==> src/rtl/run_sequencer.sv <==
// Run controller: loads operand bytes into data memory, holds the processor in init,
// releases it, and reports completion, executed-cycle count and watchdog timeout.
module run_sequencer #(
    parameter int unsigned START_CYCLES = 2,
    parameter logic [15:0] TIMEOUT      = 16'd4095
) (
    input  logic        CLK,
    input  logic        reset,
    input  logic        go,
    input  logic [7:0]  base_addr,
    input  logic        load_valid,
    input  logic [7:0]  load_data,
    input  logic        load_last,
    output logic        load_ready,
    output logic        mem_we,
    output logic [7:0]  mem_addr,
    output logic [7:0]  mem_wdata,
    output logic        dut_start,
    input  logic        dut_halt,
    output logic        busy,
    output logic        done,
    output logic        timed_out,
    output logic [15:0] run_cycles
);

    localparam int unsigned SCW = (START_CYCLES < 2) ? 1 : $clog2(START_CYCLES + 1);

    typedef enum logic [2:0] {
        StIdle,
        StLoad,
        StStart,
        StRun,
        StDone
    } state_t;

    state_t           r_state;
    state_t           w_state_next;
    logic [7:0]       r_ptr;
    logic [SCW-1:0]   r_start_cnt;
    logic             r_mem_we;
    logic [7:0]       r_mem_addr;
    logic [7:0]       r_mem_wdata;
    logic [15:0]      r_run_cycles;
    logic             r_timed_out;
    logic             w_beat;
    logic [15:0]      w_run_next;

    assign w_beat     = (r_state == StLoad) && load_valid;
    assign w_run_next = r_run_cycles + 16'd1;

    always_ff @(posedge CLK) begin
        if (reset) begin
            r_state <= StIdle;
        end else begin
            r_state <= w_state_next;
        end
    end

    always_comb begin
        w_state_next = r_state;
        load_ready   = 1'b0;
        dut_start    = 1'b1;
        busy         = 1'b1;
        done         = 1'b0;
        case (r_state)
            StIdle: begin
                busy = 1'b0;
                if (go) begin
                    w_state_next = StLoad;
                end
            end
            StLoad: begin
                load_ready = 1'b1;
                if (load_valid && load_last) begin
                    w_state_next = StStart;
                end
            end
            StStart: begin
                if (r_start_cnt == SCW'(1)) begin
                    w_state_next = StRun;
                end
            end
            StRun: begin
                dut_start = 1'b0;
                // Halt takes priority over a coincident watchdog expiry.
                if (dut_halt || (w_run_next == TIMEOUT)) begin
                    w_state_next = StDone;
                end
            end
            StDone: begin
                done         = 1'b1;
                w_state_next = StIdle;
            end
            default: begin
                w_state_next = StIdle;
            end
        endcase
    end

    always_ff @(posedge CLK) begin
        if (reset) begin
            r_ptr        <= 8'd0;
            r_start_cnt  <= '0;
            r_mem_we     <= 1'b0;
            r_mem_addr   <= 8'd0;
            r_mem_wdata  <= 8'd0;
            r_run_cycles <= 16'd0;
            r_timed_out  <= 1'b0;
        end else begin
            r_mem_we <= w_beat;
            if (w_beat) begin
                r_mem_addr  <= r_ptr;
                r_mem_wdata <= load_data;
                r_ptr       <= r_ptr + 8'd1;
            end
            case (r_state)
                StIdle: begin
                    if (go) begin
                        r_ptr        <= base_addr;
                        r_run_cycles <= 16'd0;
                        r_timed_out  <= 1'b0;
                    end
                end
                StLoad: begin
                    if (w_beat && load_last) begin
                        r_start_cnt <= SCW'(START_CYCLES);
                    end
                end
                StStart: begin
                    r_start_cnt <= r_start_cnt - SCW'(1);
                end
                StRun: begin
                    if (!dut_halt && (r_run_cycles != TIMEOUT)) begin
                        r_run_cycles <= w_run_next;
                        if (w_run_next == TIMEOUT) begin
                            r_timed_out <= 1'b1;
                        end
                    end
                end
                default: begin
                end
            endcase
        end
    end

    assign mem_we     = r_mem_we;
    assign mem_addr   = r_mem_addr;
    assign mem_wdata  = r_mem_wdata;
    assign run_cycles = r_run_cycles;
    assign timed_out  = r_timed_out;

endmodule

==> config.mk <==
export PLATFORM = sky130hd
export DESIGN_NAME = run_sequencer
export DESIGN_NICKNAME = d
export VERILOG_FILES = /design/src/rtl/run_sequencer.sv
export SDC_FILE = /design/constraint.sdc
export NUM_CORES = 1
export LEC_CHECK = 0
export ABC_CLOCK_PERIOD_IN_PS = 3000
export BUFFER_PORTS_ARGS = -buffer_cell sky130_fd_sc_hd__clkbuf_2
export CAP_MARGIN = 25
export CORE_ASPECT_RATIO = 1.25
export CORE_MARGIN = 8
export CORE_UTILIZATION = 35
export DETAILED_ROUTE_END_ITERATION = 10
export PLACE_DENSITY = 0.62
export SYNTH_ARGS = -nofsm -noshare
export SYNTH_HDL_FRONTEND = slang
export SYNTH_SLANG_ARGS = --single-unit
==> constraint.sdc <==
create_clock -name CLK -period 3 [get_ports CLK]
set_clock_uncertainty 0.1 [all_clocks]
set_input_delay 0.3 -clock CLK [delete_from_list [all_inputs] [get_ports CLK]]
set_output_delay 0.3 -clock CLK [all_outputs]
set_load 0.005 [all_outputs]
==> impl_metrics.yaml <==
cts:
  clkTransAtPathRegs_ns: 0.10
  clk_latency_ns: 0.30
  postCtsHoldBufs: 0
  cts_sinks: 47
  post_cts_resized: 0
  cts_made_buffers: 5
  post_cts_buffers: 0
  cts_tree: "yes"
  root_buffer: "clkbuf_8"
  htreeDepth: 2
  clk_path_buf_depth: 2
setup_path:
  worst_ep_arrival_time_ns: 2.56
  path_buf_inv: 0
  start_kind: "flip-flop"
  worstSetupPathType: "reg -> reg"
  r2r_slack_ns: 0.48
  critical-path-slowest-cell: "a2111oi_2"
  slowest_delay_ns: 0.59
  path_max_fanout: 10
  r2r-start: "run_cycles[0]$_SDFFE_PP0P_"
  crit_chain: "ha_1, nand4_1, nor4_1, o21ai_0, a2111oi_2, or3_1, a21oi_1"
  cp_top_family: "compound AO/OA/AOI/OAI gates"
  end_kind: "flip-flop"
  r2r_end: "r_state[1]$_SDFFE_PP0P_"
  critPathRequiredTime_ns: 3.04
  ff2ff_path_depth: 7
power:
  p_total_mw: 1.28
  switching_share_pct: 25.5
  pwr-share-seq_pct: 52.8
  p_clk_share_pct: 36.9
  ir_drop_mv: 0.164
  internal_power_mw: 0.952
  power_density_mw_per_mm2: 460
  p_leak_nw: 1.08
  p_comb_share_pct: 10.3
  switchingPower_mw: 0.326
synthesis:
  synth.yosys.seq_area_share_pct: 40.5
  synth_nets: 319
  synth_cell_types: 44
  ys_warn_count: 0
  syn_area_per_cell_um2: 7.93
  syn_area_mm2: 0.00232
  syn-instance-count: 293
  ys_seq_elements: 47
die:
  core_area_mm2: 0.00648
  die_w_um: 88.9
  io_pins: 60
  start_util_pct: 35.8
  row_count: 33
  dieArea_mm2: 0.00951
  die_y_um: 107
final_layout:
  drive_gt1_share_pct: 22.3
  mostFrequentLayoutCells: "clkbuf_2 (59), nand2_1 (47), dfxtp_1 (47)"
  diodes: 0
  layout_commonest_cell: "clkbuf_2"
  stdcell_area_mm2: 0.00278
  fin_nets: 370
  syn_to_final_growth_pct: 19.7
timing:
  max_slew_margin_pct: 34.4
  fin_setup_tns_ns: 0
  hold_viol: 0
  post-route-min-period_ns: 2.52
  finalCritPeriodShare_pct: 84.1
  setup_violations: 0
  slew_violations: 0
  rsz0062_at_grt: "false"
  setup_slack_ns: 0.477
  clock.fmax_ghz: 0.396
  max_slew.worst_pin.slew_ns: 0.983
flow_run:
  cap_violations: 0
drt:
  post_drt_via_cell_ratio: 5.23
  drcViolationCount: 0
  ant_nets: 0
  avgRoutedWirePerCell_um: 13.9
  dr.pass1.iters: 4
  drtIter0Drc: 60
  finalWirelength_mm: 6.03
  vias: 2258
min_path:
  hp-start: "load_data[1]"
  holdPathEnd: "mem_wdata[1]$_SDFFE_PP0P_"
  hold_depth: 3
  hold_class: "in -> reg"
global_routing:
  grt_pass1_wl_mm: 10.2
  grt_max_degree: 48
  grt-ovfl-total: 0
  antenna_found_initial: 0
  grt_use_total_pct: 13.2
  grt_pass1_vias: 2146
placed_design:
  placed_area_mm2: 0.00267
  pre_cts_ws_ns: 0.518
  port_buffers: 59
  gp_congestion: 0.779
  dp_hpwl_mm: 4.30
status:
  outcome: "finished clean"
[worst max-delay path by stage]
stage	endpoint	cells past startpoint	startpoint	slack [ns]
finish	r_state[1]$_SDFFE_PP0P_	7	run_cycles[0]$_SDFFE_PP0P_	0.48
global route	r_state[1]$_SDFFE_PP0P_	7	run_cycles[0]$_SDFFE_PP0P_	0.14
CTS	r_state[1]$_SDFFE_PP0P_	7	run_cycles[0]$_SDFFE_PP0P_	0.49
detailed placement	r_state[1]$_SDFFE_PP0P_	7	run_cycles[0]$_SDFFE_PP0P_	0.52
global placement	r_state[1]$_SDFFE_PP0P_	7	run_cycles[0]$_SDFFE_PP0P_	0.62
floorplan	r_state[1]$_SDFFE_PP0P_	8	run_cycles[0]$_SDFFE_PP0P_	0.84
[sequential cells by signal (all words and copies together) (netlist names)]
name,count
run_cycles,16
r_state,3
r_start_cnt,2
timed_out,1
mem_addr,8
mem_we,1
r_ptr,8
mem_wdata,8
[metal layers]
| layer | share of wire (%) | up-vias | GRT usage (%) |
|---|---|---|---|
| li1 | - | 1152 | - |
| met1 | 44 | 1047 | 15.8 |
| met2 | 48 | 53 | 22.0 |
| met3 | 6.4 | 6 | 2.98 |
| met4 | 1.3 | 0 | 4.85 |
| met5 | 0 | - | 0 |
[synthesized netlist by cell type (all sizes together)]
cell type / number / area share [%]
dfxtp: 47 / 41
nand2: 47 / 7.6
a21oi: 37 / 8.5
nor2: 24 / 3.9
o21ai: 17 / 3.7
or3: 13 / 3.5
clkbuf: 12 / 2.0
a211oi: 7 / 2.3
buf: 7 / 1.8
nand3: 7 / 1.5
nand4: 7 / 1.9
a31oi: 6 / 1.6
nand3b: 6 / 1.9
xor2: 6 / 2.3
nor3: 5 / 1.1
and3: 4 / 1.1
and4: 4 / 1.5
ha: 4 / 2.2
a311oi: 3 / 1.1
inv: 3 / 0.48
nand2b: 3 / 0.81
nor3b: 3 / 1.2
a21o: 2 / 0.65
and2: 2 / 0.54
nand4b: 2 / 0.75
nor2b: 2 / 0.54
nor4: 2 / 0.54
xnor2: 2 / 0.75
a2111oi: 1 / 0.65
a22oi: 1 / 0.32
a41oi: 1 / 0.38
mux2: 1 / 0.48
o2111ai: 1 / 0.38
o21a: 1 / 0.65
o31ai: 1 / 0.32
or3b: 1 / 0.38
or4: 1 / 0.32
[power by group through the flow]
| stage | Combinational [mW] | Clock (mW) | Sequential (mW) |
|---|---|---|---|
| finish | 0.131 | 0.471 | 0.676 |
| global route | 0.150 | 0.516 | 0.681 |
| CTS | 0.135 | 0.490 | 0.675 |
| detailed placement | 0.134 | 0 | 0.690 |
| global placement | 0.133 | 0 | 0.689 |
| floorplan | 0.0945 | 0 | 0.681 |
[kinds of logic after synthesis]
| kind of cell | Yosys count | synth area share, % |
|---|---|---|
| AND/OR/NAND/NOR | 133 | 29.0 |
| AO/OA/AOI/OAI | 78 | 20.5 |
| flip-flops | 47 | 40.5 |
| buffers and inverters | 22 | 4.31 |
| XOR/XNOR | 8 | 3.02 |
| adder cells (fa/ha/maj) | 4 | 2.16 |
| multiplexers | 1 | 0.485 |
[per-stage QoR]
step | hold WS [ns] | utilization (%) | cells
final | 0.116 | 42.9 | 432
after global routing | 0.103 | 42.9 | 432
after detailed placement | 0.347 | 41.2 | 424
after CTS | 0.103 | 42.9 | 432
after floorplan | 0.336 | - | 293
after global placement | 0.341 | 41.2 | 424
[area by class of cell]
type                            count  area, um2
Sequential cell                    47        941
Multi-Input combinational cell    224       1280
Clock inverter                      3       43.8
Clock buffer                        5       68.8
Timing Repair Buffer               63        325
Inverter                            3       11.3
Tap cell                           87        109
Fill cell                         688       3700
[worst min-delay path: cells and delay by family]
kind / cells / cell delay [ns]
AO/OA/AOI/OAI: 1 / 0.05
buffers and inverters: 1 / 0.08
AND/OR/NAND/NOR: 1 / 0.04
Note: power is estimated with default switching activity, not from simulation.
